$ cat src/rtl/motor_pwm_pkg.sv
// Shared definitions for the H-bridge PWM controller: direction codes,
// per-channel state encoding and the duty clamp helper.
package motor_pwm_pkg;

  localparam logic [1:0] DIR_COAST = 2'b00;
  localparam logic [1:0] DIR_FWD   = 2'b01;
  localparam logic [1:0] DIR_REV   = 2'b10;
  localparam logic [1:0] DIR_BRAKE = 2'b11;

  typedef enum logic [1:0] {
    ST_STOP  = 2'd0,
    ST_RUN   = 2'd1,
    ST_BRAKE = 2'd2,
    ST_DEAD  = 2'd3
  } chan_state_e;

  function automatic int unsigned clamp_duty(int unsigned duty, int unsigned limit);
    return (duty > limit) ? limit : duty;
  endfunction

endpackage

$ cat src/rtl/motor_pwm_if.sv
// Command/drive bundle between the motion-control FSM (master) and the PWM block (slave).
interface motor_pwm_if #(
  parameter int unsigned N_CH  = 2,
  parameter int unsigned CNT_W = 11
);
  logic                    en;
  logic [2*N_CH-1:0]       dir_cmd;
  logic [CNT_W*N_CH-1:0]   duty_cmd;
  logic [N_CH-1:0]         f_pwm;
  logic [N_CH-1:0]         b_pwm;
  logic [N_CH-1:0]         ch_dead;
  logic                    period_tick;

  modport master (output en, dir_cmd, duty_cmd,
                  input  f_pwm, b_pwm, ch_dead, period_tick);
  modport slave  (input  en, dir_cmd, duty_cmd,
                  output f_pwm, b_pwm, ch_dead, period_tick);
endinterface

$ cat src/rtl/motor_pwm_chan.sv
// One H-bridge channel: direction FSM with dead-time interlock, duty slew
// limit and registered forward/reverse drive outputs.
module motor_pwm_chan
  import motor_pwm_pkg::*;
#(
  parameter int unsigned CNT_W     = 11,
  parameter int unsigned PERIOD    = 100,
  parameter int unsigned DEAD_PER  = 2,
  parameter int unsigned RAMP_STEP = 100
) (
  input  logic             clk,
  input  logic             rst_n,
  input  logic             en,
  input  logic             bnd,
  input  logic [CNT_W-1:0] cnt,
  input  logic [1:0]       dir_cmd,
  input  logic [CNT_W-1:0] duty_cmd,
  output logic             f_pwm,
  output logic             b_pwm,
  output logic             ch_dead
);

  localparam int unsigned DEAD_W = (DEAD_PER > 1) ? $clog2(DEAD_PER) : 1;
  localparam logic [DEAD_W-1:0] DEAD_LOAD = DEAD_W'(DEAD_PER - 1);

  chan_state_e       state, state_nxt;
  logic              rev, rev_nxt;
  logic [CNT_W-1:0]  duty_act, duty_nxt;
  logic [DEAD_W-1:0] dead_cnt, dead_nxt;
  logic [CNT_W-1:0]  start_duty, ramp_duty;
  int unsigned       dc, da;
  logic              same_dir, go_start;

  // Slew-limited duty targets: first step out of STOP and per-period approach
  always_comb begin
    dc         = clamp_duty(32'(duty_cmd), PERIOD);
    da         = 32'(duty_act);
    start_duty = CNT_W'(clamp_duty(dc, RAMP_STEP));
    if (dc > da) ramp_duty = CNT_W'(clamp_duty(dc, da + RAMP_STEP));
    else         ramp_duty = (da - dc > RAMP_STEP) ? CNT_W'(da - RAMP_STEP) : CNT_W'(dc);
  end

  assign same_dir = ((dir_cmd == DIR_FWD) && !rev) || ((dir_cmd == DIR_REV) && rev);

  always_ff @(posedge clk or negedge rst_n) begin
    if (!rst_n) begin
      state    <= ST_STOP;
      rev      <= 1'b0;
      duty_act <= '0;
      dead_cnt <= '0;
    end else begin
      state    <= state_nxt;
      rev      <= rev_nxt;
      duty_act <= duty_nxt;
      dead_cnt <= dead_nxt;
    end
  end

  // Commands only take effect at the period boundary
  always_comb begin
    state_nxt = state;
    rev_nxt   = rev;
    duty_nxt  = duty_act;
    dead_nxt  = dead_cnt;
    go_start  = 1'b0;
    if (!en) begin
      state_nxt = ST_STOP;
      rev_nxt   = 1'b0;
      duty_nxt  = '0;
      dead_nxt  = '0;
    end else if (bnd) begin
      case (state)
        ST_STOP: go_start = 1'b1;
        ST_RUN: begin
          if (dir_cmd == DIR_COAST) begin
            state_nxt = ST_STOP;
            duty_nxt  = '0;
          end else if (same_dir) begin
            duty_nxt  = ramp_duty;
          end else begin
            state_nxt = ST_DEAD;
            dead_nxt  = DEAD_LOAD;
            duty_nxt  = '0;
          end
        end
        ST_BRAKE: begin
          if (dir_cmd == DIR_COAST) begin
            state_nxt = ST_STOP;
          end else if (dir_cmd != DIR_BRAKE) begin
            state_nxt = ST_DEAD;
            dead_nxt  = DEAD_LOAD;
          end
        end
        ST_DEAD: begin
          if (dead_cnt != '0) dead_nxt = dead_cnt - DEAD_W'(1);
          else                go_start = 1'b1;
        end
        default: state_nxt = ST_STOP;
      endcase
      if (go_start) begin
        case (dir_cmd)
          DIR_FWD, DIR_REV: begin
            state_nxt = ST_RUN;
            rev_nxt   = (dir_cmd == DIR_REV);
            duty_nxt  = start_duty;
          end
          DIR_BRAKE: state_nxt = ST_BRAKE;
          default: begin
            state_nxt = ST_STOP;
            duty_nxt  = '0;
          end
        endcase
      end
    end
  end

  // Drive pins lag the counter value they were computed from by one cycle
  always_ff @(posedge clk or negedge rst_n) begin
    if (!rst_n) begin
      f_pwm   <= 1'b0;
      b_pwm   <= 1'b0;
      ch_dead <= 1'b0;
    end else begin
      f_pwm   <= en && (((state == ST_RUN) && !rev && (cnt < duty_act)) || (state == ST_BRAKE));
      b_pwm   <= en && (((state == ST_RUN) &&  rev && (cnt < duty_act)) || (state == ST_BRAKE));
      ch_dead <= (state_nxt == ST_DEAD);
    end
  end

endmodule

$ cat src/rtl/motor_pwm_ctrl.sv
// Multi-channel H-bridge PWM generator: shared period counter and boundary
// strobe feeding one motor_pwm_chan per drive motor.
module motor_pwm_ctrl
  import motor_pwm_pkg::*;
#(
  parameter int unsigned N_CH      = 2,
  parameter int unsigned CNT_W     = 11,
  parameter int unsigned PERIOD    = 100,
  parameter int unsigned DEAD_PER  = 2,
  parameter int unsigned RAMP_STEP = 100
) (
  input  logic        clk,
  input  logic        rst_n,
  motor_pwm_if.slave  bus
);

  localparam logic [CNT_W-1:0] LAST = CNT_W'(PERIOD - 1);

  logic [CNT_W-1:0] cnt, cnt_nxt;
  logic             bnd;
  logic             tick;

  assign bnd     = bus.en && (cnt == LAST);
  assign cnt_nxt = (!bus.en || (cnt == LAST)) ? '0 : cnt + CNT_W'(1);

  // period_tick is registered so it is high exactly while cnt == PERIOD-1
  always_ff @(posedge clk or negedge rst_n) begin
    if (!rst_n) begin
      cnt  <= '0;
      tick <= 1'b0;
    end else begin
      cnt  <= cnt_nxt;
      tick <= bus.en && (cnt_nxt == LAST);
    end
  end

  assign bus.period_tick = tick;

  for (genvar i = 0; i < N_CH; i++) begin : g_ch
    motor_pwm_chan #(
      .CNT_W     (CNT_W),
      .PERIOD    (PERIOD),
      .DEAD_PER  (DEAD_PER),
      .RAMP_STEP (RAMP_STEP)
    ) u_chan (
      .clk      (clk),
      .rst_n    (rst_n),
      .en       (bus.en),
      .bnd      (bnd),
      .cnt      (cnt),
      .dir_cmd  (bus.dir_cmd[2*i +: 2]),
      .duty_cmd (bus.duty_cmd[CNT_W*i +: CNT_W]),
      .f_pwm    (bus.f_pwm[i]),
      .b_pwm    (bus.b_pwm[i]),
      .ch_dead  (bus.ch_dead[i])
    );
  end

endmodule
$ cat src/flat_wrapper.sv
// flat-port wrapper written by rule: the top's interface ports become plain ports
module motor_pwm_ctrl_flat import motor_pwm_pkg::*;
#(
  parameter int unsigned N_CH      = 2,
  parameter int unsigned CNT_W     = 11,
  parameter int unsigned PERIOD    = 100,
  parameter int unsigned DEAD_PER  = 2,
  parameter int unsigned RAMP_STEP = 100
)
  (clk, rst_n, bus_en, bus_dir_cmd, bus_duty_cmd, bus_f_pwm, bus_b_pwm, bus_ch_dead, bus_period_tick);
  motor_pwm_if #(.N_CH(N_CH), .CNT_W(CNT_W)) bus_i ();
  input  logic clk;
  input  logic rst_n;
  input wire logic [$bits(bus_i.en)-1:0] bus_en;
  input wire logic [$bits(bus_i.dir_cmd)-1:0] bus_dir_cmd;
  input wire logic [$bits(bus_i.duty_cmd)-1:0] bus_duty_cmd;
  output wire logic [$bits(bus_i.f_pwm)-1:0] bus_f_pwm;
  output wire logic [$bits(bus_i.b_pwm)-1:0] bus_b_pwm;
  output wire logic [$bits(bus_i.ch_dead)-1:0] bus_ch_dead;
  output wire logic [$bits(bus_i.period_tick)-1:0] bus_period_tick;
  assign bus_i.en = bus_en;
  assign bus_i.dir_cmd = bus_dir_cmd;
  assign bus_i.duty_cmd = bus_duty_cmd;
  assign bus_f_pwm = bus_i.f_pwm;
  assign bus_b_pwm = bus_i.b_pwm;
  assign bus_ch_dead = bus_i.ch_dead;
  assign bus_period_tick = bus_i.period_tick;
  motor_pwm_ctrl #(.N_CH(N_CH), .CNT_W(CNT_W), .PERIOD(PERIOD), .DEAD_PER(DEAD_PER), .RAMP_STEP(RAMP_STEP)) u_core (.clk(clk), .rst_n(rst_n), .bus(bus_i));
endmodule
$ cat config.mk
export PLATFORM = sky130hd
export DESIGN_NAME = motor_pwm_ctrl_flat
export DESIGN_NICKNAME = d
export VERILOG_FILES = /design/src/rtl/motor_pwm_pkg.sv /design/src/rtl/motor_pwm_if.sv /design/src/rtl/motor_pwm_chan.sv /design/src/rtl/motor_pwm_ctrl.sv /design/src/flat_wrapper.sv
export SDC_FILE = /design/constraint.sdc
export NUM_CORES = 1
export LEC_CHECK = 0
export BUFFER_PORTS_ARGS = -buffer_cell sky130_fd_sc_hd__buf_2
export CAP_MARGIN = 20
export CORE_MARGIN = 8
export CORE_UTILIZATION = 30
export CTS_CLUSTER_DIAMETER = 50
export DETAILED_ROUTE_END_ITERATION = 8
export GPL_TIMING_DRIVEN = 0
export PLACE_DENSITY = 0.55
export SYNTH_ARGS = -nofsm -noshare
export SYNTH_HDL_FRONTEND = slang
export SYNTH_HIERARCHICAL = 1
export SYNTH_SLANG_ARGS = --single-unit
$ cat constraint.sdc
create_clock -name clk -period 2.9 [get_ports clk]
set_input_delay 0.29 -clock clk [delete_from_list [all_inputs] [get_ports clk]]
set_output_delay 0.29 -clock clk [all_outputs]
set_load 0.005 [all_outputs]
======== Word-level counts from Yosys, hierarchy flattened ========
Index checks and enable logic that the tools add are counted.
Widths: inputs -> output; s select.
operators by class
  $add $sub $neg .......................... 9
  multiply operators ...................... 0
  divide/modulo/power cells ............... 0
  magnitude comparators ................... 12
  equality and inequality tests ........... 33
  shift-type cells ........................ 0
  muxes and demuxes ....................... 75
  bitwise operators ....................... 0
  reductions and logical operators ........ 38
operator list
  operator               number
  $mux 11                23
  $gt 32x7->1 const B    2
  $gt 11x7->1 const B    4
  $pmux 11 s2            2
  $mux 1                 28
  $mux 2                 14
  $add 11x7->12 const B  2
  $gt 11x12->1           2
  $ne 3x3->1 const B     8
  $sub 11x11->12         2
  $eq 11x7->1 const B    2
  $gt 11x11->1           2
  $lt 11x11->1           2
  $sub 11x7->11 const B  2
  $eq 2x2->1 const B     10
  $logic_and 1x1->1      18
  $pmux 2 s2             4
  $reduce_and 6->1       2
  $add 11x1->11 const B  1
  $ne 2x1->1 const B     5
  $eq 2x1->1 const B     4
  $logic_not 2->1        4
  $ne 4x1->1 const B     2
  $logic_or 1x1->1       7
  7 further kinds        15
storage, ports and cells
  register bits ........................... 48
  bits in latches ......................... 0
  memory bits (writable) .................. 0
  bits in read-only memories .............. 0
  input bits .............................. 29
  output and inout port bits .............. 7
  word-level logic and storage cells ...... 183
  memories ................................ 0

======== Longest topological paths before layout ========
  word-level depth ........................ 13
  gate-level depth with buffers ........... 16
  depth with buffers taken out ............ 15

======== Cells and area by module ========
Netlist, hierarchy kept.
by module, submodules not included
  module                                  times used  cells each  area each (µm²)  seq. area each (µm²)
  motor_pwm_chan (u_core.g_ch[1].u_chan)  1           352         2741.4           450.4
  motor_pwm_chan (u_core.g_ch[0].u_chan)  1           330         2616.3           450.4
  motor_pwm_ctrl                          1           75          708.2            300.3

======== Worst setup path before layout ========
OpenSTA, ideal clock, no wires.
  kind .................................... input -> register
  start point ............................. input port bus_duty_cmd[20]
  end point ............................... register u_core.g_ch[1].u_chan.duty_act[2]
  setup time .............................. 126 ps
  data arrival time ....................... 3558 ps
  data required time ...................... 2774 ps
  slack ................................... -784 ps
  stages on the path ...................... 14
  path buffers ............................ 0
  path through ............................ or4_1 -> a31oi_1 -> nand2_1 -> inv_1 -> ha_1 -> nor2b_4 -> o2111a_1 -> nor3_2 -> or2_4 -> xor2_4 -> a41oi_2 -> o311a_4 -> and2_4 -> a221o_1
on the way
  cells in the longest elaborated chain, start to end .. 13
  elaborated cells on any way between the ends .. 18
  classes of those cells .................. add/sub (1); order compare (5); mux (12)
ends and longest elaborated chain
  element                 line                   RTL
  start: declaration      flat_wrapper.sv:16     input wire logic [$bits(bus_i.duty_cmd)-1:0] bus_duty_cmd;
  $gt 11x7->1             motor_pwm_pkg.sv:18    return (duty > limit) ? limit : duty;
  $mux 11 (*)             motor_pwm_pkg.sv:18
  $sub 11x11->12          motor_pwm_chan.sv:40   else ramp_duty = (da - dc > RAMP_STEP) ? CNT_W'(da - RAMP_STEP) : CNT_W'(dc);
  $gt 32x7->1             motor_pwm_chan.sv:40
  $mux 11                 motor_pwm_chan.sv:40
  $mux 11                 motor_pwm_chan.sv:39   if (dc > da) ramp_duty = CNT_W'(clamp_duty(dc, da + RAMP_STEP));
  $mux 11                 motor_pwm_chan.sv:78   end else if (same_dir) begin
  $mux 11                 motor_pwm_chan.sv:75   if (dir_cmd == DIR_COAST) begin
  $mux 11                 motor_pwm_chan.sv:72   case (state)
  $pmux 11 s2             motor_pwm_chan.sv:101  case (dir_cmd)
  $mux 11 (*)             motor_pwm_chan.sv:100  if (go_start) begin
  $mux 11 (*)             motor_pwm_chan.sv:71   end else if (bnd) begin
  $mux 11 (*)             motor_pwm_chan.sv:66   if (!en) begin
  end signal: assignment  motor_pwm_chan.sv:54   duty_act <= duty_nxt;
  end: declaration        motor_pwm_chan.sv:28   logic [CNT_W-1:0] duty_act, duty_nxt;
Every way passes the cells marked *; elsewhere a longest branch is shown, timed or not. The select of a mux whose other input is x is not followed.
A chain may end at the register's enable or synchronous reset.

======== Final worst setup path ========
Ends and elaborated chain as after synthesis.

==> results.txt <==
The pre-CTS worst setup slack is -1010 ps. Clock tree synthesis selected as its root buffer the cell sky130_fd_sc_hd__clkbuf_16. Setup slack on the worst reg-to-reg path comes out at -410 ps. The library cells used most frequently in the layout, excluding fill and tap cells, are 66 x sky130_fd_sc_hd__ha_1, 64 x sky130_fd_sc_hd__nor2_1, 60 x sky130_fd_sc_hd__inv_1. The critical-path cell with the highest stage delay is sky130_fd_sc_hd__or4_4.

The run gives 22 as the count of final setup violators. The die is 158 µm wide. In this design, the stage delay of the slowest critical-path cell is 550 ps.

The maximum clock frequency is 0.293 GHz, and the global-route track usage on met1 is 21.5%. The repair_antennas step left the layout with diodes totalling 0. The path class of the tightest hold or removal check is primary input to asynchronous set/reset pin.

The die covers 25000 µm². Setup repair after global routing could not meet its margin everywhere. The logs give 48 for the clock sink total and 0 for the final max-slew violation count. The number of cells on the worst reg-to-reg path is 15. The clock insertion delay at the later pin of the skew report is 310 ps, and the layout overhead on the synthesized area is 33.5%. Synthesis instantiated 93 different standard cells from the library. The routed length per instance was 16.1 µm; the number of antenna-violating nets in the routed design was 0.

The run gives 18400 µm as the total length of routed wires. The final reports fail on negative hold slack, negative setup slack. The global routing stage identified its most utilized layer as met2.

The endpoint identified for the worst register-to-register timing path is u_core/g_ch[1].u_chan/duty_act[4]. Cells fill 40.4% of the core in the end. In this run the deepest clock path goes through 2 buffers. Using the TritonRoute via totals, the vias-per-cell ratio works out to 5.33. The most used flip-flop cell after synthesis is sky130_fd_sc_hd__dfrtp_1. In the routed design, unresolved DRC markers number 0.

The kind of launch point of the worst setup path is a primary input. The layout has 2094 filler cells. Final period utilization: 118%. The worst hold margin is -35.8 ps. For met2 alone, demand over resource in global routing was 23.2%. STA classifies the critical path endpoint as a register. Across the run, the number of max-cap violations was 0.

Dividing total power by cell area gives a power density of 211 nW/µm². Counting I/O delays and the setup requirement, the final critical path takes 3420 ps. After global routing the overflow that remains totals 0. The HPWL after detailed placement was 13600 µm; the count of port buffers added during placement was 35.

Data arrival time of the worst path: 3610 ps. At the pin with the least slew margin, the transition time is 573 ps. Yosys mapped a number of flops with a built-in enable equal to 0. In this run the worst path has a maximum fanout of 6. In this run the static leakage power is 0.00336 µW.

The first global-routing pass estimated 30600 µm of wire. Headroom to the max-slew limit came out at 61.3%. The via count of the first global-routing pass is 6002.

Entering global routing, the biggest net connects 28 pins. Averaged over all synthesized cells, the footprint is 8.01 µm². The proportion of synthesized chip area in sequential cells was 19.8%; the placer's final routability congestion estimate was 0.843. Fraction of layout cells with a size suffix above 1: 28.1%. The logs give 6950 µm² for the total placed instance area and -517 ps for the worst-case setup margin in the final layout. The first TritonRoute pass finished after 5 iterations. The number of violations reported at the end of detailed-routing iteration 0 is 411, and the I/O pin count is 36. In the final timing run, aggregate negative setup slack is -6750 ps.

The critical register-to-register path startpoint is u_core/g_ch[1].u_chan/duty_act[4]. The multi-input combinational cells in the finished layout cover a total of 5350 µm². The number of antenna violations at the first check in global routing is 0.

The run gives 8.60 ps as the setup skew after layout. From bottom edge to top edge, the die measures 158 µm. The run finished, with violations left. The most common library cell in the layout ignoring fill and taps was sky130_fd_sc_hd__ha_1. For the worst setup path, the data required time is 3100 ps.

The count of synthesis-stage warnings from yosys came out at 6. Number of nets in the final layout: 985. The finished layout cell area was 8100 µm²; the sequential cell area was 1210 µm².

The run gives 5 as the number of clock buffers inserted by TritonCTS. sky130_fd_sc_hd__dfrtp_1 takes more of the synthesized area than any other cell. The via count of the routed design was 6092; the summed instance area of the synthesized netlist was 6070 µm². The initial utilization of the core area, before any placement, comes to 30.3%. The number of endpoints with negative hold slack in the final report came out at 21. The run gives 757 as the number of cells produced by synthesis. Global routing consumed, on the met3 layer, 2.43% of the routing resources. Traced cell by cell, the critical path runs through buf_6, or4_4, a31oi_4, buf_6, nand2_4, ha_4, or3_4, nor3_4, or2_4, o311a_4, a41oi_2, o311a_4, and2_4, a221o_1. In this run, synthesis produced a sequential element count of 48.

The floorplan step defined a core boundary enclosing 20000 µm². Counting flops with an async set or reset pin after synthesis yields a share of 100%. The number of rows in the core area came out at 52. The worst setup path is of the primary input to register kind. The fraction of post-synthesis cell area in the top cell type by area is 19.8%. The H-tree level count was 2. TritonCTS built the clock tree. Yosys attributes the largest share of cell area to sky130_fd_sc_hd__dfrtp_1 20%, sky130_fd_sc_hd__ha_1 18%, sky130_fd_sc_hd__xnor2_1 4.6%. Across the VDD grid, the largest voltage drop is 201 µV. The clock slew seen by the registers of the worst setup and hold paths was 80 ps; the overall fraction of global-route tracks in use was 15.0%.
==> cell type report <==
class                           count  area share [%]
Clock buffer                        5            1.55
Sequential cell                    48            14.9
Timing Repair Buffer               97            8.95
Clock inverter                      3           0.278
Buffer                             13           0.850
Inverter                           68            3.18
Multi-Input combinational cell    638            66.1
Tap cell                          270            4.17
==> where the power goes <==
| part | internal [µW] | leakage, µW | switching (µW) |
|---|---|---|---|
| combinational | 173 | 0.00262 | 221 |
| clock | 325 | 0.0000742 | 310 |
| sequential | 672 | 0.000662 | 6.40 |
| total | 1170 | 0.00336 | 538 |
==> sequential cells by signal (all words and copies together), names as in the netlist <==
register / count
u_core/g_ch.u_chan/duty_act: 22
u_core/cnt: 11
u_core/g_ch.u_chan/state: 4
u_core/g_ch.u_chan/b_pwm: 2
u_core/g_ch.u_chan/ch_dead: 2
u_core/g_ch.u_chan/dead_cnt: 2
u_core/g_ch.u_chan/f_pwm: 2
u_core/g_ch.u_chan/rev: 2
u_core/bus.period_tick: 1
==> metrics by stage <==
step | power (µW) | std cells
4_1_cts | 1700 | 1128
3_5_place_dp | 1000 | 1075
3_3_place_gp | 999 | 1074
6_report | 1710 | 1142
2_1_floorplan | 901 | 769
5_1_grt | 1780 | 1142
==> timing repair <==
| action | 4_1_cts | 5_1_grt |
|---|---|---|
| cloned | 2 | 0 |
| gates resized for setup | 81 | 35 |
| pin swaps | 39 | 44 |
| setup buffers | 45 | 17 |
| endpoints found under the setup margin | 30 | 26 |
| hold buffers | 0 | 0 |
==> worst max path at each step <==
stage / from / to / slack, ps / cells past startpoint
2_1_floorplan: bus_duty_cmd[19] / u_core/g_ch[1].u_chan/duty_act[2] / -490 / 14
3_3_place_gp: u_core/cnt[0] / u_core/g_ch[0].u_chan/duty_act[5] / -1010 / 9
3_5_place_dp: u_core/cnt[0] / u_core/g_ch[0].u_chan/duty_act[5] / -1010 / 9
4_1_cts: bus_duty_cmd[19] / u_core/g_ch[1].u_chan/duty_act[2] / -500 / 14
5_1_grt: bus_duty_cmd[20] / u_core/g_ch[1].u_chan/duty_act[2] / -640 / 15
6_report: bus_duty_cmd[20] / u_core/g_ch[1].u_chan/duty_act[2] / -520 / 14
==> layer usage <==
metal	up-vias	share of wire [%]
met2	148	44
met1	2910	50
met4	0	1.3
met5	-	0
li1	3017	-
met3	17	4.6
==> critical path, delay by kind of cell <==
kind,cells,cell delay [ps]
buffers and inverters,2,230
AND/OR/NAND/NOR,6,1610
adder cells (fa/ha/maj),1,180
AO/OA/AOI/OAI,5,1280
==> cell families (layout without fill, tap and decap cells) <==
kind of cell    after synthesis  count (layout)  share of synthesized area [%]
other cells                   4              16                          0.247
flops                        48              48                           19.8
xor+xnor                     40              40                           6.09
compound gates              221             221                           26.5
simple gates                268             270                           23.4
fa+ha+maj                    85              85                           17.5
mux                           6               6                          0.990
buf+inv                      85             186                           5.47
==> cells in the mapped netlist, types with 4 or more instances <==
| cell | number |
|---|---|
| sky130_fd_sc_hd__nand4_1 | 10 |
| sky130_fd_sc_hd__o221ai_1 | 4 |
| sky130_fd_sc_hd__dfrtp_1 | 48 |
| sky130_fd_sc_hd__and2_1 | 5 |
| sky130_fd_sc_hd__nand2b_1 | 14 |
| sky130_fd_sc_hd__nor2b_1 | 7 |
| sky130_fd_sc_hd__nor3_1 | 19 |
| sky130_fd_sc_hd__o31a_1 | 6 |
| sky130_fd_sc_hd__nor3b_1 | 7 |
| sky130_fd_sc_hd__conb_1 | 4 |
| sky130_fd_sc_hd__a211oi_1 | 5 |
| sky130_fd_sc_hd__xnor2_1 | 32 |
| sky130_fd_sc_hd__nand3_1 | 27 |
| sky130_fd_sc_hd__nand3b_1 | 5 |
| sky130_fd_sc_hd__inv_1 | 68 |
| sky130_fd_sc_hd__o21a_1 | 9 |
| sky130_fd_sc_hd__o2111ai_1 | 7 |
| sky130_fd_sc_hd__ha_1 | 85 |
| sky130_fd_sc_hd__a21oi_1 | 49 |
| sky130_fd_sc_hd__o41ai_1 | 5 |
| sky130_fd_sc_hd__buf_2 | 4 |
| sky130_fd_sc_hd__and3_1 | 7 |
| sky130_fd_sc_hd__a31oi_1 | 7 |
| sky130_fd_sc_hd__o211ai_1 | 12 |
| sky130_fd_sc_hd__xor2_1 | 7 |
| sky130_fd_sc_hd__a311oi_1 | 4 |
| sky130_fd_sc_hd__mux2i_1 | 6 |
| sky130_fd_sc_hd__or4_1 | 4 |
| sky130_fd_sc_hd__nor2_1 | 69 |
| sky130_fd_sc_hd__o21ai_0 | 33 |
| sky130_fd_sc_hd__clkbuf_1 | 12 |
| sky130_fd_sc_hd__nand2_1 | 62 |
| sky130_fd_sc_hd__a22oi_1 | 12 |
| sky130_fd_sc_hd__a21o_1 | 11 |
No activity file was read; power rests on OpenSTA's default activity.
